==> src/rtl/delapan_bit_bagi_pkg.sv <==
// Shared definitions for the sequential restoring divider: state encoding,
// default operand width and iteration-counter sizing.
package delapan_bit_bagi_pkg;

  typedef enum logic [1:0] {
    IDLE = 2'd0,
    CALC = 2'd1,
    DONE = 2'd2
  } state_t;

  localparam int unsigned WIDTH_DEFAULT = 8;

  function automatic int unsigned cnt_width(input int unsigned w);
    return (w > 1) ? $clog2(w) : 1;
  endfunction

  localparam int unsigned CNT_W_DEFAULT = cnt_width(WIDTH_DEFAULT);

endpackage

==> src/rtl/delapan_bit_bagi_step.sv <==
// One restoring-division step: compare the (W+1)-bit partial remainder
// against the divisor, subtract when it fits, and emit the quotient bit.
module delapan_bit_bagi_step
  import delapan_bit_bagi_pkg::*;
#(
  parameter int unsigned WIDTH = WIDTH_DEFAULT
) (
  input  logic [WIDTH:0]   t,
  input  logic [WIDTH-1:0] divisor,
  output logic [WIDTH-1:0] rem,
  output logic             qbit
);

  always_comb begin
    qbit = (t >= {1'b0, divisor});
    // t < 2*divisor on entry, so the difference always fits in WIDTH bits
    rem  = qbit ? WIDTH'(t - {1'b0, divisor}) : t[WIDTH-1:0];
  end

endmodule

==> src/rtl/delapan_bit_bagi.sv <==
// Sequential restoring divider: 2W-bit dividend / W-bit divisor, one quotient
// bit per clock, enable/done level handshake shared with the multiplier.
module delapan_bit_bagi
  import delapan_bit_bagi_pkg::*;
#(
  parameter int unsigned WIDTH = WIDTH_DEFAULT
) (
  input  logic                 clock,
  input  logic                 reset,
  input  logic                 enable,
  input  logic [2*WIDTH-1:0]   dividend,
  input  logic [WIDTH-1:0]     divisor,
  output logic [WIDTH-1:0]     q,
  output logic [WIDTH-1:0]     r,
  output logic                 overflow,
  output logic                 done_bagi
);

  localparam int unsigned CW = cnt_width(WIDTH);
  localparam logic [CW-1:0] LAST = CW'(WIDTH - 1);

  state_t           state;
  logic [CW-1:0]    cnt;
  logic [WIDTH-1:0] rem_w;
  logic [WIDTH-2:0] quo_w;
  logic [WIDTH-1:0] dvd_lo;
  logic [WIDTH-1:0] dvs;
  logic             ovf_pend;

  logic [WIDTH-1:0] step_rem;
  logic             step_qbit;

  delapan_bit_bagi_step #(.WIDTH(WIDTH)) bagi_step (
    .t       ({rem_w, dvd_lo[WIDTH-1]}),
    .divisor (dvs),
    .rem     (step_rem),
    .qbit    (step_qbit)
  );

  // Overflow is decided at capture but reported one edge later through CALC,
  // so done rises after edge 1 rather than on the capture edge itself.
  // The working quotient holds W-1 bits; the final bit is appended on load.
  always_ff @(posedge clock or negedge reset) begin
    if (!reset) begin
      state     <= IDLE;
      cnt       <= '0;
      rem_w     <= '0;
      quo_w     <= '0;
      dvd_lo    <= '0;
      dvs       <= '0;
      ovf_pend  <= 1'b0;
      q         <= '0;
      r         <= '0;
      overflow  <= 1'b0;
      done_bagi <= 1'b0;
    end else begin
      case (state)
        IDLE: begin
          done_bagi <= 1'b0;
          if (enable) begin
            dvs      <= divisor;
            dvd_lo   <= dividend[WIDTH-1:0];
            quo_w    <= '0;
            cnt      <= '0;
            overflow <= 1'b0;
            state    <= CALC;
            if (divisor == '0 || dividend[2*WIDTH-1:WIDTH] >= divisor) begin
              ovf_pend <= 1'b1;
              rem_w    <= '0;
            end else begin
              ovf_pend <= 1'b0;
              rem_w    <= dividend[2*WIDTH-1:WIDTH];
            end
          end
        end
        CALC: begin
          if (ovf_pend) begin
            ovf_pend  <= 1'b0;
            q         <= '1;
            r         <= '0;
            overflow  <= 1'b1;
            done_bagi <= 1'b1;
            state     <= DONE;
          end else begin
            rem_w  <= step_rem;
            quo_w  <= {quo_w[WIDTH-3:0], step_qbit};
            dvd_lo <= {dvd_lo[WIDTH-2:0], 1'b0};
            cnt    <= cnt + 1'b1;
            if (cnt == LAST) begin
              q         <= {quo_w, step_qbit};
              r         <= step_rem;
              done_bagi <= 1'b1;
              state     <= DONE;
            end
          end
        end
        DONE: begin
          if (!enable) begin
            done_bagi <= 1'b0;
            state     <= IDLE;
          end
        end
        default: state <= IDLE;
      endcase
    end
  end

endmodule

==> config.mk <==
export PLATFORM = sky130hd
export DESIGN_NAME = delapan_bit_bagi
export DESIGN_NICKNAME = d
export VERILOG_FILES = /design/src/rtl/delapan_bit_bagi_pkg.sv /design/src/rtl/delapan_bit_bagi_step.sv /design/src/rtl/delapan_bit_bagi.sv
export SDC_FILE = /design/constraint.sdc
export NUM_CORES = 1
export LEC_CHECK = 0
export ABC_AREA = 1
export BUFFER_PORTS_ARGS = -buffer_cell sky130_fd_sc_hd__buf_2
export CELL_PAD_IN_SITES_DETAIL_PLACEMENT = 2
export CELL_PAD_IN_SITES_GLOBAL_PLACEMENT = 2
export CORE_ASPECT_RATIO = 1.2
export CORE_MARGIN = 4
export CORE_UTILIZATION = 31
export CTS_CLUSTER_DIAMETER = 40
export CTS_CLUSTER_SIZE = 25
export DETAILED_ROUTE_END_ITERATION = 8
export PLACE_DENSITY_LB_ADDON = 0.12
export REMOVE_ABC_BUFFERS = 1
export SYNTH_ARGS = -nofsm -noshare
export SYNTH_HDL_FRONTEND = slang
export SYNTH_SLANG_ARGS = --single-unit
==> constraint.sdc <==
create_clock -name clock -period 2 [get_ports clock]
set_clock_uncertainty 0.15 [all_clocks]
set_input_delay 0.3 -clock clock [delete_from_list [all_inputs] [get_ports clock]]
set_output_delay 0.3 -clock clock [all_outputs]
set_load 0.02 [all_outputs]
### After elaboration in Yosys (flattened, before gate mapping)

Cells that the tools add are included.

* bits in registers: 55
* input bits: 27
* output and inout port bits: 18
* logic and storage cells: 69

* $add $sub $neg: 2
* $lt $le $gt $ge: 2
* equality and inequality tests: 8
* multiplexer cells: 33
* reductions and logical operators: 13

Operators with widths (count)
* 8-bit two-way mux: 10
* 8-bit case mux with 2 select lines: 2
* 7-bit two-way mux: 2
* 7-bit case mux with 2 select lines: 1
* 3-bit AND reduction: 4
* 9-bit by 8-bit >= comparator with 1-bit output: 1
* 8-bit >= comparator: 1
* 8-bit logical NOT: 1
* 2-bit two-way mux: 4
* 2-bit != test (second input constant): 4
* 8-bit subtractor: 1
* 1-bit two-way mux: 7
* 3-bit two-way mux: 2
* 2-bit case mux with 3 select lines: 1
* 3-bit case mux with 2 select lines: 1
* 2-bit AND reduction: 3
* 1-bit case mux with 2 select lines: 2
* 2-bit nonzero test: 2
* 3-bit by 1-bit adder with 3-bit output (second input constant): 1
* 3-bit == test (second input constant): 1
* 3-bit != test (second input constant): 1
* 1-bit case mux with 3 select lines: 1
* 3-bit nonzero test: 1
* 2-bit by 1-bit == test with 1-bit output (second input constant): 1
* other kinds (3): 3

### Longest topological paths before layout

* depth after elaboration: 5
* depth in mapped cells: 15
* mapped depth without buffers: 15

### By module

Synthesis repeated with hierarchy kept, for this count alone.

* cell total of the unflattened synthesis: 422
* area, all modules: 3372.0 um^2

Modules (own cells, without submodules)
* delapan_bit_bagi: times used 1, cells each 313, area each 2717.6 um^2, sequential area each 1376.3 um^2
* delapan_bit_bagi_step: times used 1, cells each 109, area each 654.4 um^2, sequential area each 0.0 um^2

### Least setup slack after synthesis

No wires, ideal clock.

* kind: flip-flop to flip-flop
* from: register rem_w[1]
* to: register r[6]
* library setup time: 0.118 ns
* arrival time: 1.597 ns
* data required time: 1.732 ns
* setup slack: 0.135 ns
* cell stages (with the launch flop): 12
* period minus slack after synthesis: 1.865 ns
* cells stage by stage: dfrtp_1 > ha_1 > buf_6 > nand2_2 > nand2_2 > a21oi_2 > nand2_2 > nand2_4 > nand2_4 > or2_4 > nand4_1 > nand2_1

* longest elaborated chain between the ends: 4

Ends and longest elaborated chain
* from (decl): line delapan_bit_bagi.sv:24 `logic [WIDTH-1:0] rem_w;`
* from (signal assigned): line delapan_bit_bagi.sv:72 `rem_w <= dividend[2*WIDTH-1:WIDTH];`
* from (signal assigned): line delapan_bit_bagi.sv:85 `rem_w <= step_rem;`
* 8-bit subtractor / 9-bit by 8-bit >= comparator with 1-bit output (equally long branches): line delapan_bit_bagi_step.sv:17, delapan_bit_bagi_step.sv:15
* 8-bit two-way mux (*): line delapan_bit_bagi_step.sv:17 `rem = qbit ? WIDTH'(t - {1'b0, divisor}) : t[WIDTH-1:0];`
* 8-bit two-way mux (*): line delapan_bit_bagi.sv:89 `if (cnt == LAST) begin`
* 8-bit two-way mux (*): line delapan_bit_bagi.sv:77 `if (ovf_pend) begin`
* to (signal assigned): line delapan_bit_bagi.sv:91 `r <= step_rem;`
* to (decl): line delapan_bit_bagi.sv:14 `output logic [WIDTH-1:0] r,`

Mark *: on every way between the ends. The rest lies on a longest branch, timed or not. The select of a mux whose other input is x is not followed.
A chain may end at the register's enable or synchronous reset.

### Worst setup path after layout

* from: register dvs[6]
* to: register rem_w[7]

* longest elaborated chain between the ends: 4

Ends and longest elaborated chain
* from (decl): line delapan_bit_bagi.sv:27 `logic [WIDTH-1:0] dvs;`
* from (signal assigned): line delapan_bit_bagi.sv:61 `dvs <= divisor;`
* 8-bit subtractor / 9-bit by 8-bit >= comparator with 1-bit output (equally long branches): line delapan_bit_bagi_step.sv:17, delapan_bit_bagi_step.sv:15
* 8-bit two-way mux (*): line delapan_bit_bagi_step.sv:17
* 8-bit two-way mux (*): line delapan_bit_bagi.sv:77
* 8-bit case mux with 2 select lines (*): line delapan_bit_bagi.sv:57 `case (state)`

Marked as above.

==> impl_metrics.yaml <==
sta:
  fmax_mhz: 506
  finalCriticalPeriod_ps: 1980
  worst_pin_slew_ps: 538
  fin_setup_tns_ps: 0
  rsz0062_at_grt: "true"
  hold_violations: 0
  max_slew_margin_pct: 64.1
  post-route-period-util_pct: 98.8
  drv_slew: 0
  finalSetupViolCount: 0
yosys:
  synthCells: 364
  yosysWarnings: 0
  syn_area_per_cell_um2: 8.43
  yosys_register_bits: 55
  syn-cell-area_um2: 3070
  ys_types: 36
  ys_seq_area_share_pct: 44.8
min_path:
  holdPathEnd: "rem_w[5]$_DFFE_PN0P_"
  hp-start: "dividend[13]"
  hold_depth: 3
  hold_class: "input pin to flop"
critical_path:
  reg2reg_depth: 14
  ff2ff_setup_slack_ps: 20
  cp-startpoint: "dvs[6]$_DFFE_PN0P_"
  worstPathArrival_ps: 2020
  end_kind: "flop"
  crit_path_max_fanout: 4
  rr_startpoint: "dvs[6]$_DFFE_PN0P_"
  critPathLaunchType: "flop"
  path_class: "flop to flop"
  cp.required_ps: 2040
  timing.rr.end: "rem_w[7]$_DFFE_PN0P_"
routing:
  viasPerCell: 4.82
  wirelength_mm: 9.95
  first_pass_iters: 4
  wl_per_cell_um: 17.3
  drtIter0Drc: 78
  vias: 2772
  route.detailed.drc: 0
  detail-route-antenna-nets: 0
global_route:
  gr-total-overflow: 0
  grt_usage_pct: 17.1
  grt_pass1_wl_mm: 15.6
  grt_pass1_vias: 3139
  antenna_found_initial: 0
  grt_max_degree: 36
placement:
  finalWeightedCongestion: 0.784
  io_buffers: 44
  dp_hpwl_mm: 7.30
die:
  die_w_um: 98.8
  rows: 39
  start_util_pct: 31.9
  die_h_um: 117
  ios: 45
  dieArea_um2: 11600
  core_um2: 9610
clock_tree:
  ctsHtreeMaxLevel: 2
  clkTransAtPathRegs_ps: 70
  numCtsBuffers: 5
  cts_buffer_depth: 2
  cts_root_buffer: "clkbuf_16"
  clock_latency_ps: 300
  cts_num_sinks: 55
  cts_tree: "built"
final_layout:
  nFillCells: 1127
  drive_gt1_share_pct: 37.4
  nets: 497
  area_growth_pct: 32.4
  num_antenna_cells: 0
run_status:
  status: "completed"
job:
  maxCapViolations: 0
[stage by stage]
step / area, µm² / worst slack, ps / hold WS, ps / std cells / util [%]
3_3_place_gp: 3640 / -57.1 / 165 / 554 / 37.9
2_1_floorplan: 3000 / 141 / -146 / 354 / -
5_1_grt: 4060 / -141 / 85.8 / 575 / 42.3
3_5_place_dp: 3640 / -92.6 / 180 / 554 / 37.9
6_report: 4060 / 24.0 / 80.0 / 575 / 42.3
4_1_cts: 3940 / 0.685 / 85.7 / 565 / 41.0
[synth_stat cells, drive strengths merged]
cell type	count	area, µm²
a22o	2	17.5
clkinv	2	8.75
o22ai	8	50.1
a21o	1	7.51
ha	18	225
o21ai	24	131
nand4	6	37.5
o211ai	7	52.6
fa	1	20.0
buf	10	71.3
xnor2	5	43.8
inv	52	203
or2	2	15.0
nand2	111	457
nand3b	1	7.51
nor2	23	136
a21oi	14	73.8
nor3	2	15.0
nand3	20	120
dfrtp	55	1380
[kinds of logic (layout without fill, tap and decap cells)]
family	Yosys count	count (layout)	synth area share [%]
and+or+nand+nor	165	165	25.7
buffers and inverters	64	152	9.21
AOI/OAI and AO/OA	56	56	10.8
DFF	55	55	44.8
adders and majority gates	19	19	7.99
xor gates and xnor gates	5	5	1.43
[area by class of cell]
class | count | area (µm²) | share of cell area [%]
Clock buffer | 5 | 125 | 3.08
Clock inverter | 3 | 18.8 | 0.462
Inverter | 54 | 216 | 5.33
Multi-Input combinational cell | 245 | 1580 | 38.8
Sequential cell | 55 | 1380 | 33.9
Tap cell | 123 | 154 | 3.79
Timing Repair Buffer | 90 | 593 | 14.6
[sequential cells by signal, indices dropped and copies added (netlist names), 2 cells and up]
signal and cells:
cnt 3, dvd_lo 8, dvs 8, q 8, quo_w 7, r 8
rem_w 8, state 2
[layout by cell type (no fill, tap or decap), types with 9 or more instances in the layout]
cell type and count:
nand2_1 96, dfrtp_1 53, buf_2 44, buf_4 43, inv_1 34, inv_2 15
nand3_1 14, nand2_2 13, o21ai_1 13, a21oi_1 13, nor2_1 11, ha_1 10
nor2_2 9
[critical path: stages, from the launching register on]
cell     delay, ps
dfrtp_1        410
inv_2           80
ha_4           210
nand2_1        150
inv_1           60
a21oi_1        200
nand2_1         80
nand2_1         60
nand2_1         70
nand2_1         80
nand2_2         60
nand2_1         70
nand2_1         70
nand2_1         70
nand2_1         50
[what timing repair did]
| item | 4_1_cts | 5_1_grt |
|---|---|---|
| endpoints found under the hold margin | 20 | 0 |
| hold buffers | 1 | 0 |
| gates resized for setup | 22 | 16 |
| buffers inserted | 2 | 10 |
| pin swaps | 8 | 10 |
| gates cloned | 0 | 0 |
| endpoints found under the setup margin | 17 | 21 |
[per-layer routing]
layer	up-vias	global-route usage [%]	share of wire, %
li1	1341	-	-
met2	43	34.0	56
met4	0	4.37	1.3
met5	-	0	0
met1	1381	19.4	40
met3	7	1.96	2.5
[worst max-delay path by stage]
stage                                 to  cells past startpoint
finish              rem_w[7]$_DFFE_PN0P_                     14
global route            r[6]$_DFFE_PN0P_                     11
CTS                     r[6]$_DFFE_PN0P_                     12
detailed placement  rem_w[5]$_DFFE_PN0P_                     11
global placement        r[6]$_DFFE_PN0P_                     12
floorplan               r[6]$_DFFE_PN0P_                     10
Power is not shown: default switching activity piles up to over one toggle a cycle in this logic, so the estimate is an artifact.
